$ cat src/rtl/instr_fetch_unit.sv
// Sequential instruction fetcher between the port-B read of the instruction SRAM and the decoder.
// Latency: start to first instr_valid is 2 cycles (a response bypasses an empty FIFO), then 1 instr/cycle.
// Backpressure: instr_ready low fills the FIFO; no read is issued once FIFO entries + in-flight read reach FIFO_DEPTH.
//
// Ports: clk/rst_n (async active-low); start/start_pc, halt, redirect_valid/redirect_pc control inputs;
//        imem_en/imem_addr/imem_rdata SRAM read port (1-cycle latency); instr_valid/instr_ready/
//        instr_data/instr_pc decoder handshake; busy (not IDLE), done (end-of-memory drain finished).

// Generic flushable FIFO, power-of-two depth. The writer must respect count; a push into a full FIFO is not guarded.
module ifu_fifo #(
  parameter int W     = 8,
  parameter int DEPTH = 2
) (
  input  logic                     clk,
  input  logic                     rst_n,
  input  logic                     flush,
  input  logic                     in_vld,
  input  logic [W-1:0]             in_dat,
  input  logic                     out_rdy,
  output logic                     out_vld,
  output logic [W-1:0]             out_dat,
  output logic [$clog2(DEPTH):0]   count
);
  localparam int PTR_W = $clog2(DEPTH);

  logic [W-1:0]     mem_q [DEPTH];
  logic [W-1:0]     mem_d [DEPTH];
  logic [PTR_W-1:0] wr_ptr_q, wr_ptr_d;
  logic [PTR_W-1:0] rd_ptr_q, rd_ptr_d;
  logic [PTR_W:0]   cnt_q, cnt_d;
  logic             push, pop;

  assign out_vld = (cnt_q != '0);
  assign out_dat = mem_q[rd_ptr_q];
  assign count   = cnt_q;

  always_comb begin
    mem_d    = mem_q;
    wr_ptr_d = wr_ptr_q;
    rd_ptr_d = rd_ptr_q;
    cnt_d    = cnt_q;
    push     = in_vld;
    pop      = out_vld && out_rdy;
    if (flush) begin
      wr_ptr_d = '0;
      rd_ptr_d = '0;
      cnt_d    = '0;
    end else begin
      if (push) begin
        mem_d[wr_ptr_q] = in_dat;
        wr_ptr_d        = wr_ptr_q + 1'b1;
      end
      if (pop) begin
        rd_ptr_d = rd_ptr_q + 1'b1;
      end
      case ({push, pop})
        2'b10:   cnt_d = cnt_q + 1'b1;
        2'b01:   cnt_d = cnt_q - 1'b1;
        default: cnt_d = cnt_q;
      endcase
    end
  end

  always_ff @(posedge clk or negedge rst_n) begin
    if (!rst_n) begin
      for (int i = 0; i < DEPTH; i++) begin
        mem_q[i] <= '0;
      end
      wr_ptr_q <= '0;
      rd_ptr_q <= '0;
      cnt_q    <= '0;
    end else begin
      mem_q    <= mem_d;
      wr_ptr_q <= wr_ptr_d;
      rd_ptr_q <= rd_ptr_d;
      cnt_q    <= cnt_d;
    end
  end
endmodule

module instr_fetch_unit #(
  parameter int ADDR_W     = 8,
  parameter int DATA_W     = 64,
  parameter int FIFO_DEPTH = 2
) (
  input  logic              clk,
  input  logic              rst_n,
  input  logic              start,
  input  logic [ADDR_W-1:0] start_pc,
  input  logic              halt,
  input  logic              redirect_valid,
  input  logic [ADDR_W-1:0] redirect_pc,
  output logic              imem_en,
  output logic [ADDR_W-1:0] imem_addr,
  input  logic [DATA_W-1:0] imem_rdata,
  output logic              instr_valid,
  input  logic              instr_ready,
  output logic [DATA_W-1:0] instr_data,
  output logic [ADDR_W-1:0] instr_pc,
  output logic              busy,
  output logic              done
);
  localparam int CNT_W = $clog2(FIFO_DEPTH) + 1;
  localparam logic [CNT_W:0] DEPTH_C = (CNT_W + 1)'(FIFO_DEPTH);

  typedef enum logic [1:0] {S_IDLE, S_FETCH, S_DRAIN} state_t;

  typedef struct packed {
    logic [ADDR_W-1:0] pc;
    logic [DATA_W-1:0] dat;
  } fetch_ent_t;

  state_t            state_q, state_d;
  logic [ADDR_W-1:0] pc_q, pc_d;
  logic [ADDR_W-1:0] tag_q, tag_d;
  logic              inflight_q, inflight_d;
  logic              done_q, done_d;

  logic              flush;
  logic              resp_vld;
  logic              room;
  logic              issue;
  logic              bypass_take;
  logic              fifo_push;
  logic              fifo_vld;
  logic [CNT_W-1:0]  fifo_cnt;
  logic [CNT_W:0]    used;
  fetch_ent_t        resp_ent;
  fetch_ent_t        fifo_head;

  // Halt or redirect while active discards everything fetched so far. The only read that
  // can be outstanding is the one whose data arrives this very cycle, so dropping it here
  // is sufficient: nothing is issued in a flush cycle.
  assign flush    = (state_q != S_IDLE) && (halt || redirect_valid);
  assign resp_vld = inflight_q && !flush;
  assign resp_ent = '{pc: tag_q, dat: imem_rdata};

  // Credit: a read is only issued if its response is guaranteed a FIFO slot.
  assign used = {1'b0, fifo_cnt} + {{CNT_W{1'b0}}, inflight_q};
  assign room = (used < DEPTH_C);

  // An arriving response goes straight to the decoder when the FIFO is empty and the
  // decoder takes it; otherwise it is queued behind the current head.
  assign bypass_take = resp_vld && !fifo_vld && instr_ready;
  assign fifo_push   = resp_vld && !bypass_take;

  ifu_fifo #(
    .W     ($bits(fetch_ent_t)),
    .DEPTH (FIFO_DEPTH)
  ) u_fifo (
    .clk     (clk),
    .rst_n   (rst_n),
    .flush   (flush),
    .in_vld  (fifo_push),
    .in_dat  (resp_ent),
    .out_rdy (instr_ready && !flush),
    .out_vld (fifo_vld),
    .out_dat (fifo_head),
    .count   (fifo_cnt)
  );

  assign instr_valid = (fifo_vld && !flush) || resp_vld;

  always_comb begin
    instr_pc   = '0;
    instr_data = '0;
    if (fifo_vld) begin
      instr_pc   = fifo_head.pc;
      instr_data = fifo_head.dat;
    end else if (resp_vld) begin
      instr_pc   = resp_ent.pc;
      instr_data = resp_ent.dat;
    end
  end

  always_comb begin
    state_d    = state_q;
    pc_d       = pc_q;
    tag_d      = tag_q;
    inflight_d = 1'b0;
    done_d     = 1'b0;
    issue      = 1'b0;
    case (state_q)
      S_IDLE: begin
        if (start) begin
          state_d = S_FETCH;
          pc_d    = start_pc;
        end
      end
      S_FETCH: begin
        if (halt) begin
          state_d = S_IDLE;
        end else if (redirect_valid) begin
          pc_d = redirect_pc;
        end else if (room) begin
          issue      = 1'b1;
          inflight_d = 1'b1;
          tag_d      = pc_q;
          // The last address ends the run; pc stays there rather than wrapping to 0.
          if (pc_q == '1) begin
            state_d = S_DRAIN;
          end else begin
            pc_d = pc_q + 1'b1;
          end
        end
      end
      S_DRAIN: begin
        if (halt) begin
          state_d = S_IDLE;
        end else if (redirect_valid) begin
          state_d = S_FETCH;
          pc_d    = redirect_pc;
        end else if (!fifo_vld && !inflight_q) begin
          state_d = S_IDLE;
          done_d  = 1'b1;
        end
      end
      default: state_d = S_IDLE;
    endcase
  end

  always_ff @(posedge clk or negedge rst_n) begin
    if (!rst_n) begin
      state_q    <= S_IDLE;
      pc_q       <= '0;
      tag_q      <= '0;
      inflight_q <= 1'b0;
      done_q     <= 1'b0;
    end else begin
      state_q    <= state_d;
      pc_q       <= pc_d;
      tag_q      <= tag_d;
      inflight_q <= inflight_d;
      done_q     <= done_d;
    end
  end

  assign imem_en   = issue;
  assign imem_addr = pc_q;
  // done is registered, so it rises in the first IDLE cycle, exactly when busy falls.
  assign busy      = (state_q != S_IDLE);
  assign done      = done_q;
endmodule

$ cat config.mk
export PLATFORM = sky130hd
export DESIGN_NAME = instr_fetch_unit
export DESIGN_NICKNAME = d
export VERILOG_FILES = /design/src/rtl/instr_fetch_unit.sv
export SDC_FILE = /design/constraint.sdc
export NUM_CORES = 1
export LEC_CHECK = 0
export ABC_AREA = 1
export ABC_CLOCK_PERIOD_IN_PS = 2240
export BUFFER_PORTS_ARGS = -buffer_cell sky130_fd_sc_hd__buf_2
export CORE_ASPECT_RATIO = 1.75
export CORE_MARGIN = 2
export CORE_UTILIZATION = 56
export DETAILED_ROUTE_END_ITERATION = 6
export PLACE_DENSITY_LB_ADDON = 0.25
export SYNTH_ARGS = -nofsm -noshare
export SYNTH_HDL_FRONTEND = slang
export SYNTH_SLANG_ARGS = --single-unit
$ cat constraint.sdc
create_clock -name clk -period 2.24 [get_ports clk]
set_input_delay 0.336 -clock clk [delete_from_list [all_inputs] [get_ports clk]]
set_output_delay 0.336 -clock clk [all_outputs]
set_load 0.01 [all_outputs]
==> impl_metrics.yaml <==
timing:
  hold_viol_final: 0
  rsz0062_at_grt: "true"
  clock.fmax_ghz: 0.4541
  fin_skew_ps: 12.70
  fin_hold_ws_ps: 141.1
  finalSetupTns_ps: 0
  timing.final.ws_setup_ps: 37.69
  slew_viol_final: 0
  finalSetupViolCount: 0
  period_needed_ps: 2202
  worstMarginPinSlew_ps: 552.2
  period_share_pct: 98.32
  slew_headroom_pct: 63.18
worst_setup_path:
  crit_start: "state_q[1]$_DFFE_PN0P_"
  r2r_cells: 10
  r2r_end: "u_fifo.mem_q[5]$_DFFE_PN0P_"
  cp_max_fo: 9
  startpoint_type: "flop"
  endpoint_kind: "output port"
  crit_arrival_ps: 1870
  crit_end: "instr_data[49]"
  worst_r2r_startpoint: "state_q[1]$_DFFE_PN0P_"
  criticalPathCategory: "reg2out"
  r2r_setup_slack_ps: 260
  crit_required_ps: 1900
place:
  dp.cells: 1478
  post-dp-hpwl_um: 15490
  finalWeightedCongestion: 0.8736
  numPortBuffers: 169
  dpl_worst_slack_ps: 219.3
  placed_area_um2: 9678
clock_network:
  cts_max_path_buffers: 2
  cts.sinks: 168
  numCtsBuffers: 17
  cts.clk_slew.worst_paths_ps: 70
  cts-root-buf: "clkbuf_16"
  h-tree-depth: 4
  cts_tree: "done"
  clkLatencyLatePin_ps: 430
power:
  p_int_mw: 8.645
  leakagePower_nw: 5.573
  p_switching_mw: 6.466
  powerDensity_nw_per_um2: 1424
  seqPwrFrac_pct: 35.6
  peakVddDrop_uv: 787.6
  sw_frac_of_total_pct: 42.79
  power.clock.fraction_pct: 19.3
  comb_power_share_pct: 45.1
  finalPower_mw: 15.11
yosys:
  mappedNetlistNets: 1267
  yosysTopAreaCellShare_pct: 48.96
  ys_warn_count: 0
  synth_area_leaders: "dfrtp_1 49%, nand2_1 19%, o21ai_0 13%"
  synthCells: 1175
  synth_top_area_cell: "dfrtp_1"
  synth.avg_cell_area_um2: 7.308
  synth_commonest_cells: "425 x nand2_1, 225 x o21ai_0, 168 x dfrtp_1"
  synth_ff_type: "dfrtp_1"
  synth.cell_area_um2: 8587
  synth-seq-cells: 168
  seq_area_frac_synth_pct: 48.96
  synth_edf_count: 0
  synth.most_common_cell: "nand2_1"
  yosysUniqueCellTypes: 23
  ys_async_sr_fraction_pct: 100.0
floorplan:
  die_area_um2: 16380
  fp.dieW_um: 97.61
  core_area_um2: 14910
  rows: 59
  die_h_um: 167.8
  ios: 170
  start_util_pct: 57.59
cells_and_area:
  drive_above_1_share_pct: 21.28
  finalInstanceArea_um2: 10610
  layout.nets: 1423
  utilization_pct: 71.14
  area_delta_synth_final_pct: 23.55
  diodes: 0
  finalNonFillerCells: 1527
grt:
  use_met2_pct: 53.22
  gr-total-overflow: 0
  grt_usage_pct: 30.40
  grt_pass1_vias: 8349
  use_met3_pct: 5.064
  busiest_layer: "met2"
  grt_start_max_net_pins: 64
  use_met1_pct: 38.10
  grt_antenna_before_repair: 0
  grt_pass1_wl_um: 40680
routing:
  antenna_left: 0
  wl_per_cell_um: 16.70
  vias_per_cell: 5.739
  vias: 8764
  drt-initial-drc-count: 722
  wl_um: 25510
  drc: 0
  first_pass_iters: 5
outcome:
  outcome: "complete, no violations"
flow_run:
  drv_cap: 0
min_path:
  hold_class: "in2reg"
[layer usage]
metal | up-vias | wire (um)
met1 | 4133 | 9794
met3 | 49 | 1945
met5 | - | 0
met2 | 452 | 13200
met4 | 0 | 568
li1 | 4130 | -
[power groups by stage]
stage          Sequential [mW]  Clock [mW]  Combinational [mW]
4_1_cts                   5.33        2.94                6.50
5_1_grt                   5.53        3.07                7.62
3_3_place_gp              5.32           0                6.09
6_report                  5.38        2.91                6.81
3_5_place_dp              5.37           0                6.23
2_1_floorplan             5.15           0                3.96
[cell usage in the layout, fill, tap and decap left out, drive strengths merged]
| cell type | n |
|---|---|
| dlygate4sd3 | 1 |
| nor2 | 106 |
| xor2 | 1 |
| clkbuf | 22 |
| ha | 6 |
| nand2 | 426 |
| bufinv | 2 |
| o21ai | 245 |
| clkinv | 3 |
| or2 | 4 |
| clkinvlp | 4 |
| nand3 | 93 |
| inv | 31 |
| nand4 | 3 |
| dfrtp | 168 |
| a21oi | 12 |
| nor3 | 3 |
| buf | 214 |
[worst max-delay path: stages, from the launching register on]
cell and delay (ps):
dfrtp_1 360, inv_2 60, ha_4 160, nor2_4 190
nor2_8 60, buf_4 160, clkbuf_16 160, nand3_1 70
o21ai_1 70, buf_2 150
[state kept, by name, indices dropped and copies added, names as in the netlist]
register,flops
u_fifo.rd_ptr_q,1
u_fifo.count,2
imem_addr,8
tag_q,8
done,1
u_fifo.mem_q,144
inflight_q,1
state_q,2
u_fifo.wr_ptr_q,1
[layout make-up]
type                       instances  area (um2)
clock buffer                      19       432.9
clock inverter                    13       143.9
fill                            1259        4303
inverter                          27       101.3
multi-input combinational        899        4044
sequential                       168        4207
tap                              183       229.0
timing repair buffer             218        1451
[cell families (layout without fill, tap and decap cells)]
group                      count (synthesis)  count (layout)  synth area share [%]
AOI/OAI and AO/OA                        257             257                 14.98
and+or+nand+nor                          635             635                 29.93
DFF                                      168             168                 48.96
adders and majority gates                  6               6                0.8742
xor gates and xnor gates                   1               1                0.1020
buffers and inverters                    108             277                 5.158
[worst min path at each step]
stage	startpoint	endpoint	slack, ps	cells after the start
floorplan	rst_n	done$_DFF_PN0_	40	0
global route	imem_rdata[54]	u_fifo.mem_q[54]$_DFFE_PN0P_	130	3
CTS	imem_rdata[54]	u_fifo.mem_q[126]$_DFFE_PN0P_	130	3
detailed placement	rst_n	u_fifo.mem_q[88]$_DFFE_PN0P_	330	1
global placement	rst_n	u_fifo.mem_q[88]$_DFFE_PN0P_	330	1
finish	imem_rdata[54]	u_fifo.mem_q[126]$_DFFE_PN0P_	140	3
[what timing repair did]
action,CTS,global route
buffers inserted,7,7
pin swaps,3,3
endpoints found under the setup margin,72,66
cloned,2,3
gates resized for setup,40,54
endpoints found under the hold margin,50,0
hold buffers,1,0
Power figures use the tool's default switching activity.
